[src/rtl/fifo_rd_drain.sv]
// Read-side FIFO consumer: pops words, absorbs the 1-cycle read latency in a 2-entry skid buffer
// and streams them out on valid/ready. Optional RD_DRAIN_STATS_EN adds the rd_count pop counter.
module fifo_rd_drain #(
  parameter int DATA_WIDTH = 8,
  parameter int FIFO_WIDTH = 4,
  parameter int BURST_MIN  = 1
) (
  input  logic                  clk,
  input  logic                  rst,
  input  logic                  en,
  input  logic                  flush,
  input  logic                  empty,
  input  logic [FIFO_WIDTH-1:0] f_counter,
  input  logic                  underflow,
  input  logic [DATA_WIDTH-1:0] fifo_out,
  output logic                  rd_enb,
  output logic                  out_valid,
  input  logic                  out_ready,
  output logic [DATA_WIDTH-1:0] out_data,
  output logic                  err,
  input  logic                  err_clr
`ifdef RD_DRAIN_STATS_EN
  ,
  output logic [15:0]           rd_count
`endif
);

  localparam logic [FIFO_WIDTH-1:0] BURST_MIN_C = FIFO_WIDTH'(BURST_MIN);

  typedef enum logic [1:0] {
    ST_IDLE = 2'd0,
    ST_READ = 2'd1,
    ST_ERR  = 2'd2
  } state_t;

  state_t                state_r;
  logic [1:0]            occ_r;
  logic                  inf_r;
  logic [DATA_WIDTH-1:0] head_r;
  logic [DATA_WIDTH-1:0] tail_r;
  logic                  err_r;

  logic                  pop_s;
  logic                  start_s;
  logic                  rd_enb_s;
  logic [2:0]            level_s;

  // Pop/issue decisions; level_s is the skid occupancy once this cycle settles
  always_comb begin
    pop_s    = (occ_r != 2'd0) && out_ready;
    level_s  = {1'b0, occ_r} + {2'b00, inf_r} - {2'b00, pop_s};
    rd_enb_s = (state_r == ST_READ) && !empty && (level_s < 3'd2);
    start_s  = en && !empty && ((f_counter >= BURST_MIN_C) || flush);
  end

  assign rd_enb    = rd_enb_s;
  assign out_valid = (occ_r != 2'd0);
  assign out_data  = head_r;
  assign err       = err_r;

  // Burst control FSM; underflow overrides every other transition
  always_ff @(posedge clk or negedge rst) begin
    if (!rst) begin
      state_r <= ST_IDLE;
    end else if (underflow) begin
      state_r <= ST_ERR;
    end else begin
      case (state_r)
        ST_IDLE: if (start_s) state_r <= ST_READ;
        ST_READ: if (empty || !en) state_r <= ST_IDLE;
        ST_ERR:  if (err_clr) state_r <= ST_IDLE;
        default: state_r <= ST_IDLE;
      endcase
    end
  end

  // Skid buffer: head is presented downstream, tail only fills while head is stalled
  always_ff @(posedge clk or negedge rst) begin
    if (!rst) begin
      occ_r  <= 2'd0;
      inf_r  <= 1'b0;
      head_r <= '0;
      tail_r <= '0;
    end else begin
      inf_r <= rd_enb_s;
      case ({inf_r, pop_s})
        2'b10: begin
          if (occ_r == 2'd0) head_r <= fifo_out;
          else               tail_r <= fifo_out;
          occ_r <= occ_r + 2'd1;
        end
        2'b01: begin
          head_r <= tail_r;
          occ_r  <= occ_r - 2'd1;
        end
        2'b11: begin
          if (occ_r == 2'd1) begin
            head_r <= fifo_out;
          end else begin
            head_r <= tail_r;
            tail_r <= fifo_out;
          end
        end
        default: begin
          occ_r <= occ_r;
        end
      endcase
    end
  end

  // Sticky error flag; a new underflow beats a simultaneous clear
  always_ff @(posedge clk or negedge rst) begin
    if (!rst) begin
      err_r <= 1'b0;
    end else if (underflow) begin
      err_r <= 1'b1;
    end else if (err_clr) begin
      err_r <= 1'b0;
    end
  end

`ifdef RD_DRAIN_STATS_EN
  logic [15:0] rd_count_r;

  // Downstream pop counter, wraps naturally at 16 bits
  always_ff @(posedge clk or negedge rst) begin
    if (!rst) begin
      rd_count_r <= 16'd0;
    end else if (err_clr) begin
      rd_count_r <= 16'd0;
    end else if (pop_s) begin
      rd_count_r <= rd_count_r + 16'd1;
    end
  end

  assign rd_count = rd_count_r;
`endif

endmodule

[config.mk]
export PLATFORM = sky130hd
export DESIGN_NAME = fifo_rd_drain
export DESIGN_NICKNAME = d
export VERILOG_FILES = /design/src/rtl/fifo_rd_drain.sv
export SDC_FILE = /design/constraint.sdc
export NUM_CORES = 1
export LEC_CHECK = 0
export ABC_AREA = 1
export BUFFER_PORTS_ARGS = -buffer_cell sky130_fd_sc_hd__buf_4
export CAP_MARGIN = 20
export CORE_UTILIZATION = 49
export CTS_CLUSTER_SIZE = 25
export DETAILED_ROUTE_END_ITERATION = 8
export GPL_ROUTABILITY_DRIVEN = 0
export GPL_TIMING_DRIVEN = 0
export HOLD_SLACK_MARGIN = 0.12
export PLACE_DENSITY = 0.73
export SYNTH_ARGS = -nofsm -noshare
export SYNTH_HDL_FRONTEND = slang
export SYNTH_SLANG_ARGS = --single-unit
[constraint.sdc]
create_clock -name clk -period 2.7 [get_ports clk]
set_input_delay 0.27 -clock clk [delete_from_list [all_inputs] [get_ports clk]]
set_output_delay 0.27 -clock clk [all_outputs]
set_load 0.1 [all_outputs]
==> metrics.yaml, run 1 <==
setup_path:
  regToRegEndpoint: "inf_r$_DFF_PN0_"
  cp.required_ns: 2.43
  cp_data_arrival_time_ns: 2.40
  endpoint: "rd_enb"
  cp-start-kind: "flip-flop"
  crit_type: "flip-flop to primary output"
  cp-end-kind: "primary output"
  path_max_fanout: 4
  rr_worst_depth: 9
  r2r_slack_ns: 0.77
  crit_path_start: "occ_r[0]$_DFFE_PN0N_"
  reg2reg_from: "occ_r[0]$_DFFE_PN0N_"
global_route:
  met2_usage_pct: 33.6
  grt_pass1_wl_mm: 3.54
  grt_use_met1_pct: 22.5
  grt_max_degree: 23
  use_met3_pct: 2.73
  antenna_found_initial: 0
  track_usage_pct: 18.6
  grt-busiest-layer: "met2"
  first_global_vias: 863
  grt-ovfl-total: 0
die:
  dieArea_mm2: 0.00252
  initial_core_util_pct: 51.9
  coreArea_mm2: 0.00219
  io-pin-count: 31
  die_h_um: 50.2
  core.rowCount: 17
  die_x_um: 50.2
pwr:
  power_leakage_nw: 0.784
  ir_worst_vdd_uv: 864
  fin_total_pwr_w: 0.00181
  powerDensity_mw_per_mm2: 1160
routing:
  drc: 0
  drt_first_pass_iters: 4
  via_count: 942
  routedWlPerCell_um: 10.2
  routed_wl_mm: 2.00
  vias_per_cell: 4.81
  detail-route-antenna-nets: 0
  drt-initial-drc-count: 9
placement:
  dp_hpwl_mm: 1.56
  placed_cells: 188
  portBuffers: 30
timing:
  finalClockSkew_ns: 0.000712
  period_minus_slack_ns: 2.67
  rsz0062_at_grt: "true"
  period_share_pct: 98.8
  fmax_mhz: 375
  final_hold_viol_count: 0
  slew_violations: 0
  worstMarginPinSlew_ns: 0.342
  setup_viol: 0
  finalSetupTns_ns: 0
  max-slew-margin-rel_pct: 77.2
yosys:
  synthAdderAreaFrac_pct: 3.96
  ys_ff_latch: 22
  synth_simple_gate_area_share_pct: 21.7
  ys_seq_area_share_pct: 48.4
  synth_top_family_by_area: "simple AND/OR/NAND/NOR gates"
  syn_area_per_cell_um2: 8.75
  synthesis.nets: 153
  synth_xor_area_share_pct: 1.54
  synth_compound_area_share_pct: 15.6
  syn_inst: 130
  synth.distinct_cells: 22
  yosysWarnings: 0
  syn-cell-area_mm2: 0.00114
  synth_mux_area_share_pct: 0
finish:
  final_cells: 196
  antenna_cells: 0
  utilization_pct: 71.3
  fin_nets: 192
  syn_to_final_growth_pct: 37.3
  layout-drive-gt1-share_pct: 38.7
  final_common_cell: "nand2_1"
  final_cell_mix: "35 x nand2_1, 33 x buf_4, 22 x dfrtp_1"
clock_tree:
  clock_path_buffers: 2
  clk_pin_slew_ns: 0.12
  htree_levels: 1
  clock_latency_ns: 0.30
  numClockSinks: 22
  cts-root-buf: "clkbuf_4"
  numCtsBuffers: 3
  tritoncts: "done"
run_status:
  status: "finished clean"
hold_path:
  hold_class: "input pin to flip-flop"
run:
  max-cap-violations: 0
==> routing by layer <==
layer / share of wire (%) / wire (um) / vias to the layer above
met5: 0 / 0 / -
met4: 0 / 0 / 0
met3: 3.8 / 76 / 0
met2: 51 / 1010 / 21
met1: 46 / 911 / 428
li1: - / - / 493
==> power by group <==
part	switching [W]	internal, W
sequential	0.0000539	0.000421
combinational	0.000769	0.000317
clock	0.0000972	0.000150
total	0.000921	0.000888
==> worst min-delay path by stage <==
stage	startpoint	end	slack [ns]	depth (start not counted)
finish	empty	inf_r$_DFF_PN0_	0.14	2
global route	empty	inf_r$_DFF_PN0_	0.13	2
CTS	empty	inf_r$_DFF_PN0_	0.13	2
detailed placement	rst	out_data[3]$_DFFE_PN0P_	0.18	1
global placement	rst	out_data[3]$_DFFE_PN0P_	0.17	1
floorplan	rst	err$_DFFE_PN0N_	-0.03	0
==> state kept, by name, indices dropped and copies added, names as in the netlist <==
signal	count
out_data	8
state_r	2
err	1
tail_r	8
occ_r	2
inf_r	1
==> Yosys cell counts (all sizes together) <==
cell	count	share of area (%)
ha	2	2.2
xnor2	1	0.77
nand3	4	3.3
dfrtp	22	48
xor2	1	0.77
nand3b	2	1.3
inv	18	5.9
nand2	40	14
nor3	1	0.44
o21ai	28	16
nor4	1	0.55
fa	1	1.8
buf	3	2.9
nor2	6	2.0
==> worst max-delay path: stages, from the launching register on <==
cell and delay (ns):
dfrtp_1 0.39, inv_2 0.05, ha_4 0.18, inv_12 0.07
nand2_8 0.06, xnor2_4 0.17, nand2_2 0.07, fa_1 0.49
inv_2 0.04, nor4_4 0.29, buf_6 0.27
==> cell families (layout without fill, tap and decap cells) <==
kind of cell | Yosys count | count (layout)
simple gates | 54 | 54
fa+ha+maj | 3 | 3
flops | 22 | 22
buf+inv | 21 | 59
xor+xnor | 2 | 2
compound gates | 28 | 28
==> through the flow <==
stage	area, um^2	hold WS, ns	setup slack, ns
floorplan	1210	-0.0256	-0.315
global placement	1470	0.174	0.228
detailed placement	1470	0.175	0.187
CTS	1560	0.132	-0.00470
global route	1560	0.132	-0.0840
finish	1560	0.140	0.0329
==> layout make-up <==
cell class              count  area, um^2
multi-input cells          87         549
plain buffers               3        32.5
flip-flops and latches     22         551
fillers                   184         629
repair buffers             34         262
clock buffers               3        22.5
well taps                  28        35.0
clock inverters             1        30.0
inverters                  18        80.1
==> repair_timing <==
action | CTS | global route
hold buffers | 1 | 0
setup endpoints to repair | 1 | 1
hold endpoints to repair | 22 | 0
pin swaps | 4 | 0
resized for setup | 1 | 1
setup buffers | 3 | 0
Power figures use the tool's default switching activity.
==> run 2, diff against run 1 <==
Settings changed: CORE_UTILIZATION 49 to 51, PLACE_DENSITY 0.73 to 0.76.
==> run 2 against run 1 <==
Net effect:
- the flow now finishes with violations (negative setup slack)
- clock skew rose by 0.0098 ns
- sequential power barely moved
- fmax fell by 1.4%
- largest cell class unchanged
- largest power group unchanged
==> metrics.yaml, run 2 (synthesized netlist as in run 1, its figures left out) <==
run_status:
  status: "complete, but fails checks"
  violations: "negative setup slack"
clock_tree:
  clk_pin_slew_ns: 0.13
  numClockSinks: 22
  numCtsBuffers: 3
  htree_levels: 1
  cts-root-buf: "clkbuf_4"
  clock_path_buffers: 2
  clock_latency_ns: 0.31
  tritoncts: "done"
global_route:
  grt_max_degree: 23
  grt-ovfl-total: 0
  grt_pass1_wl_mm: 4.06
  first_global_vias: 966
  track_usage_pct: 22.2
  antenna_found_initial: 0
routing:
  detail-route-antenna-nets: 0
  wl_met3_um: 112
  routed_wl_mm: 2.39
  wl_met2_mm: 1.31
  drc: 0
  drt_first_pass_iters: 4
  highest_layer: "met4"
  via_count: 993
  drt-initial-drc-count: 18
  vias_per_cell: 5.04
  wl_met1_um: 946
  routedWlPerCell_um: 12.1
die:
  initial_core_util_pct: 56.3
  die_h_um: 49.2
  io-pin-count: 31
  coreArea_mm2: 0.00202
  die_x_um: 49.2
  dieArea_mm2: 0.00242
  core.rowCount: 16
timing:
  finalClockSkew_ns: 0.0105
  fmax_mhz: 370
  fin_ws_ns: -0.00510
  period_minus_slack_ns: 2.71
  period_share_pct: 100
  whs_ns: 0.163
  worstMarginPinSlew_ns: 0.349
  slew_violations: 0
  finalSetupTns_ns: -0.00510
  rsz0062_at_grt: "true"
  max-slew-margin-rel_pct: 76.7
  setup_viol: 1
  final_hold_viol_count: 0
setup_path:
  cp-end-kind: "primary output"
  endpoint: "rd_enb"
  cp-start-kind: "flip-flop"
  reg2reg_from: "occ_r[1]$_DFFE_PN0N_"
  r2r_slack_ns: 0.75
  regToRegEndpoint: "inf_r$_DFF_PN0_"
  crit_path_start: "occ_r[1]$_DFFE_PN0N_"
  rr_worst_depth: 9
  worst-path-buf-inv: 4
  cp.required_ns: 2.43
  path_max_fanout: 4
  crit_path_frequent_cell: "inv_2"
  slowest_stage: "fa_1"
  cp_cell_sequence: "inv_2 -> ha_4 -> inv_12 -> nand2_8 -> xnor2_4 -> nand2_2 -> fa_1 -> inv_2 -> nor4_4 -> buf_6"
  crit_type: "flip-flop to primary output"
  path_depth: 10
  crit_family: "adder cells"
  cp_data_arrival_time_ns: 2.44
  critPathMaxStageDelay_ns: 0.49
finish:
  utilization_pct: 77.2
  antenna_cells: 0
  fin_nets: 194
  final_cell_mix: "35 x nand2_1, 34 x buf_4, 22 x dfrtp_1"
  syn_to_final_growth_pct: 37.3
  layout-drive-gt1-share_pct: 38.8
  final_cells: 197
  final_common_cell: "nand2_1"
pwr:
  switching_power_w: 0.000940
  p_comb_share_pct: 62.7
  cellInternalPower_w: 0.000826
  power_leakage_nw: 0.786
  clkPwrFrac_pct: 10.3
  powerDensity_mw_per_mm2: 1130
  seq_power_share_pct: 27.1
  p_sw_share_pct: 53.2
  ir_worst_vdd_uv: 787
placement:
  dp_hpwl_mm: 1.81
  placed_cells: 187
  portBuffers: 30
hold_path:
  hold_class: "input pin to flip-flop"
  hold_start: "err_clr"
run:
  max-cap-violations: 0
[run 2: layer usage]
layer	vias up	GRT usage, %
met1	468	24.3
met3	2	2.80
met5	-	0
met4	0	8.82
met2	29	42.5
li1	494	-
[run 2: what timing repair did]
item	CTS	global route
hold buffers	1	1
pin swaps	3	4
setup endpoints to repair	1	1
hold endpoints to repair	22	1
gates resized for setup	1	1
setup buffers	3	1
[run 2: area by class of cell]
| type | count | area, um^2 |
|---|---|---|
| Sequential cell | 22 | 551 |
| Multi-Input combinational cell | 87 | 549 |
| Fill cell | 158 | 460 |
| Timing Repair Buffer | 36 | 279 |
| Inverter | 18 | 80.1 |
| Clock buffer | 4 | 36.3 |
| Tap cell | 27 | 33.8 |
| Buffer | 3 | 32.5 |
[run 2: worst min path at each step]
stage	to	slack [ns]	depth (start not counted)
after global routing	err$_DFFE_PN0N_	0.16	2
after global placement	out_data[1]$_DFFE_PN0P_	0.17	1
after detailed placement	out_data[1]$_DFFE_PN0P_	0.17	1
final	err$_DFFE_PN0N_	0.16	2
after floorplan	err$_DFFE_PN0N_	-0.03	0
after CTS	inf_r$_DFF_PN0_	0.13	2
[run 2: per-stage QoR]
stage	setup WS, ns	power (W)	area [um^2]
6_report	-0.00510	0.00177	1560
5_1_grt	-0.112	0.00186	1560
4_1_cts	-0.0132	0.00177	1540
3_5_place_dp	0.184	0.00155	1470
3_3_place_gp	0.231	0.00152	1470
2_1_floorplan	-0.315	0.00133	1210
[run 2: power groups by stage]
stage | registers, W | logic, W | clock network, W
6_report | 0.000478 | 0.00111 | 0.000181
5_1_grt | 0.000489 | 0.00117 | 0.000203
4_1_cts | 0.000478 | 0.00110 | 0.000185
3_5_place_dp | 0.000493 | 0.00106 | 0
3_3_place_gp | 0.000484 | 0.00103 | 0
2_1_floorplan | 0.000895 | 0.000440 | 0
==> run 3, diff against run 2 <==
Settings changed: CELL_PAD_IN_SITES_DETAIL_PLACEMENT set to 1, CELL_PAD_IN_SITES_GLOBAL_PLACEMENT set to 1, CORE_UTILIZATION 51 to 39, CTS_BUF_LIST set to sky130_fd_sc_hd__clkbuf_8, PLACE_DENSITY 0.76 to 0.78.
==> run 3 against run 2 <==
Net effect:
- fmax grew 1.4%
- largest cell class unchanged
- the flow now finishes without violations
- die area increased by 29%
- flip-flop and latch count unchanged
- register-to-register slack got worse by 0.11 ns
- critical path type unchanged
==> metrics.yaml, run 3 (synthesized netlist as in run 1, its figures left out) <==
timing:
  final_hold_viol_count: 0
  max-slew-margin-rel_pct: 75.2
  period_share_pct: 98.8
  period_minus_slack_ns: 2.67
  setup_viol: 0
  finalClockSkew_ns: 0.00218
  worstMarginPinSlew_ns: 0.372
  slew_violations: 0
  rsz0062_at_grt: "true"
  fmax_mhz: 375
  whs_ns: 0.192
global_route:
  grt_pass1_wl_mm: 4.64
  antenna_found_initial: 0
  grt_max_degree: 23
  grt-ovfl-total: 0
  first_global_vias: 1040
  track_usage_pct: 19.0
run:
  max-cap-violations: 0
setup_path:
  path_max_fanout: 4
  worst-path-buf-inv: 4
  crit_family: "adder cells"
  slowest_stage: "fa_1"
  r2r_slack_ns: 0.64
  rr_worst_depth: 10
  cp-start-kind: "flip-flop"
  cp-end-kind: "primary output"
  critPathMaxStageDelay_ns: 0.50
  crit_path_frequent_cell: "inv_2"
  cp_cell_sequence: "inv_2 -> ha_4 -> inv_12 -> nand2_8 -> xnor2_4 -> nand2_1 -> fa_1 -> inv_2 -> nor4_4 -> buf_6"
  crit_type: "flip-flop to primary output"
  cp.required_ns: 2.43
  path_depth: 10
  cp_data_arrival_time_ns: 2.40
finish:
  final_cell_mix: "36 x nand2_1, 35 x buf_4, 22 x dfrtp_1"
  antenna_cells: 0
  finalInstanceArea_mm2: 0.00158
  fin_nets: 194
  final_cells: 201
  layout-drive-gt1-share_pct: 38.8
  utilization_pct: 57.3
  register_area_um2: 551
  nFillCells: 332
  multiInputGateArea_um2: 547
  syn_to_final_growth_pct: 38.9
  final_common_cell: "nand2_1"
routing:
  drc: 0
  vias_per_cell: 5.02
  drt-initial-drc-count: 25
  drt_first_pass_iters: 4
  routed_wl_mm: 2.68
  via_count: 1010
  detail-route-antenna-nets: 0
  routedWlPerCell_um: 13.3
clock_tree:
  numCtsBuffers: 3
  clk_pin_slew_ns: 0.08
  tritoncts: "done"
  htree_levels: 1
  clock_latency_ns: 0.27
  clock_path_buffers: 2
  numClockSinks: 22
  cts-root-buf: "clkbuf_8"
placement:
  dp_hpwl_mm: 2.02
  placed_cells: 191
  placed_area_mm2: 0.00147
  portBuffers: 30
pwr:
  switching_power_w: 0.000957
  seq_power_share_pct: 26.0
  powerDensity_mw_per_mm2: 1160
  ir_worst_vdd_uv: 973
  cellInternalPower_w: 0.000877
  p_comb_share_pct: 60.7
  fin_total_pwr_w: 0.00183
  power_leakage_nw: 0.795
  clkPwrFrac_pct: 13.3
  p_sw_share_pct: 52.2
die:
  io-pin-count: 31
  die_h_um: 56
  core.rowCount: 19
  die_x_um: 56
  dieArea_mm2: 0.00314
  initial_core_util_pct: 41.2
  coreArea_mm2: 0.00276
run_status:
  status: "finished clean"
hold_path:
  hold_class: "input pin to flip-flop"
  min_path_cells: 2
-- run 3: cell count changes in the layout (fill, tap and decap cells not counted), sizes merged --
cell         delta
buf             +1
dlygate4sd3     -1
-- run 3: power groups by stage --
stage,registers [W],logic (W),clock network [W]
2_1_floorplan,0.000895,0.000440,0
3_3_place_gp,0.000485,0.00104,0
3_5_place_dp,0.000492,0.00106,0
4_1_cts,0.000478,0.00111,0.000253
5_1_grt,0.000488,0.00118,0.000263
6_report,0.000477,0.00111,0.000244
-- run 3: path summary, 6_finish.rpt --
check / endpoint / from
max: rd_enb / occ_r[1]$_DFFE_PN0N_
min: err$_DFFE_PN0N_ / err_clr
max reg2reg: inf_r$_DFF_PN0_ / occ_r[1]$_DFFE_PN0N_
min reg2reg: out_data[7]$_DFFE_PN0P_ / out_data[7]$_DFFE_PN0P_
max in group asynchronous: tail_r[7]$_DFFE_PN0P_ / rst
min in group asynchronous: tail_r[2]$_DFFE_PN0P_ / rst
-- run 3: what timing repair did --
action                                  in CTS  in global routing
hold buffers                                 1                  0
endpoints found under the setup margin       1                  1
gates resized for setup                      1                  0
endpoints found under the hold margin       22                  0
pin swaps                                    2                  2
buffers inserted                             3                  2
-- run 3: through the flow --
| step | TNS, ns | worst slack, ns |
|---|---|---|
| final | 0 | 0.0329 |
| after global routing | -0.0588 | -0.0588 |
| after CTS | 0 | 0.0116 |
| after detailed placement | 0 | 0.193 |
| after global placement | 0 | 0.219 |
| after floorplan | -0.596 | -0.315 |
-- run 3: metal layers --
| metal | wire, um | track usage (%) | vias up |
|---|---|---|---|
| li1 | - | - | 491 |
| met1 | 1110 | 22.0 | 490 |
| met2 | 1410 | 35.0 | 24 |
| met3 | 110 | 2.79 | 5 |
| met4 | 53 | 7.32 | 0 |
| met5 | 0 | 0 | - |
-- run 3: cell type report --
class / count / area share [%]
sequential: 22 / 34.8
buffer: 3 / 2.06
inverter: 18 / 5.07
clock buffer: 4 / 3.48
timing repair buffer: 36 / 17.5
tap: 31 / 2.45
multi-input combinational: 87 / 34.6
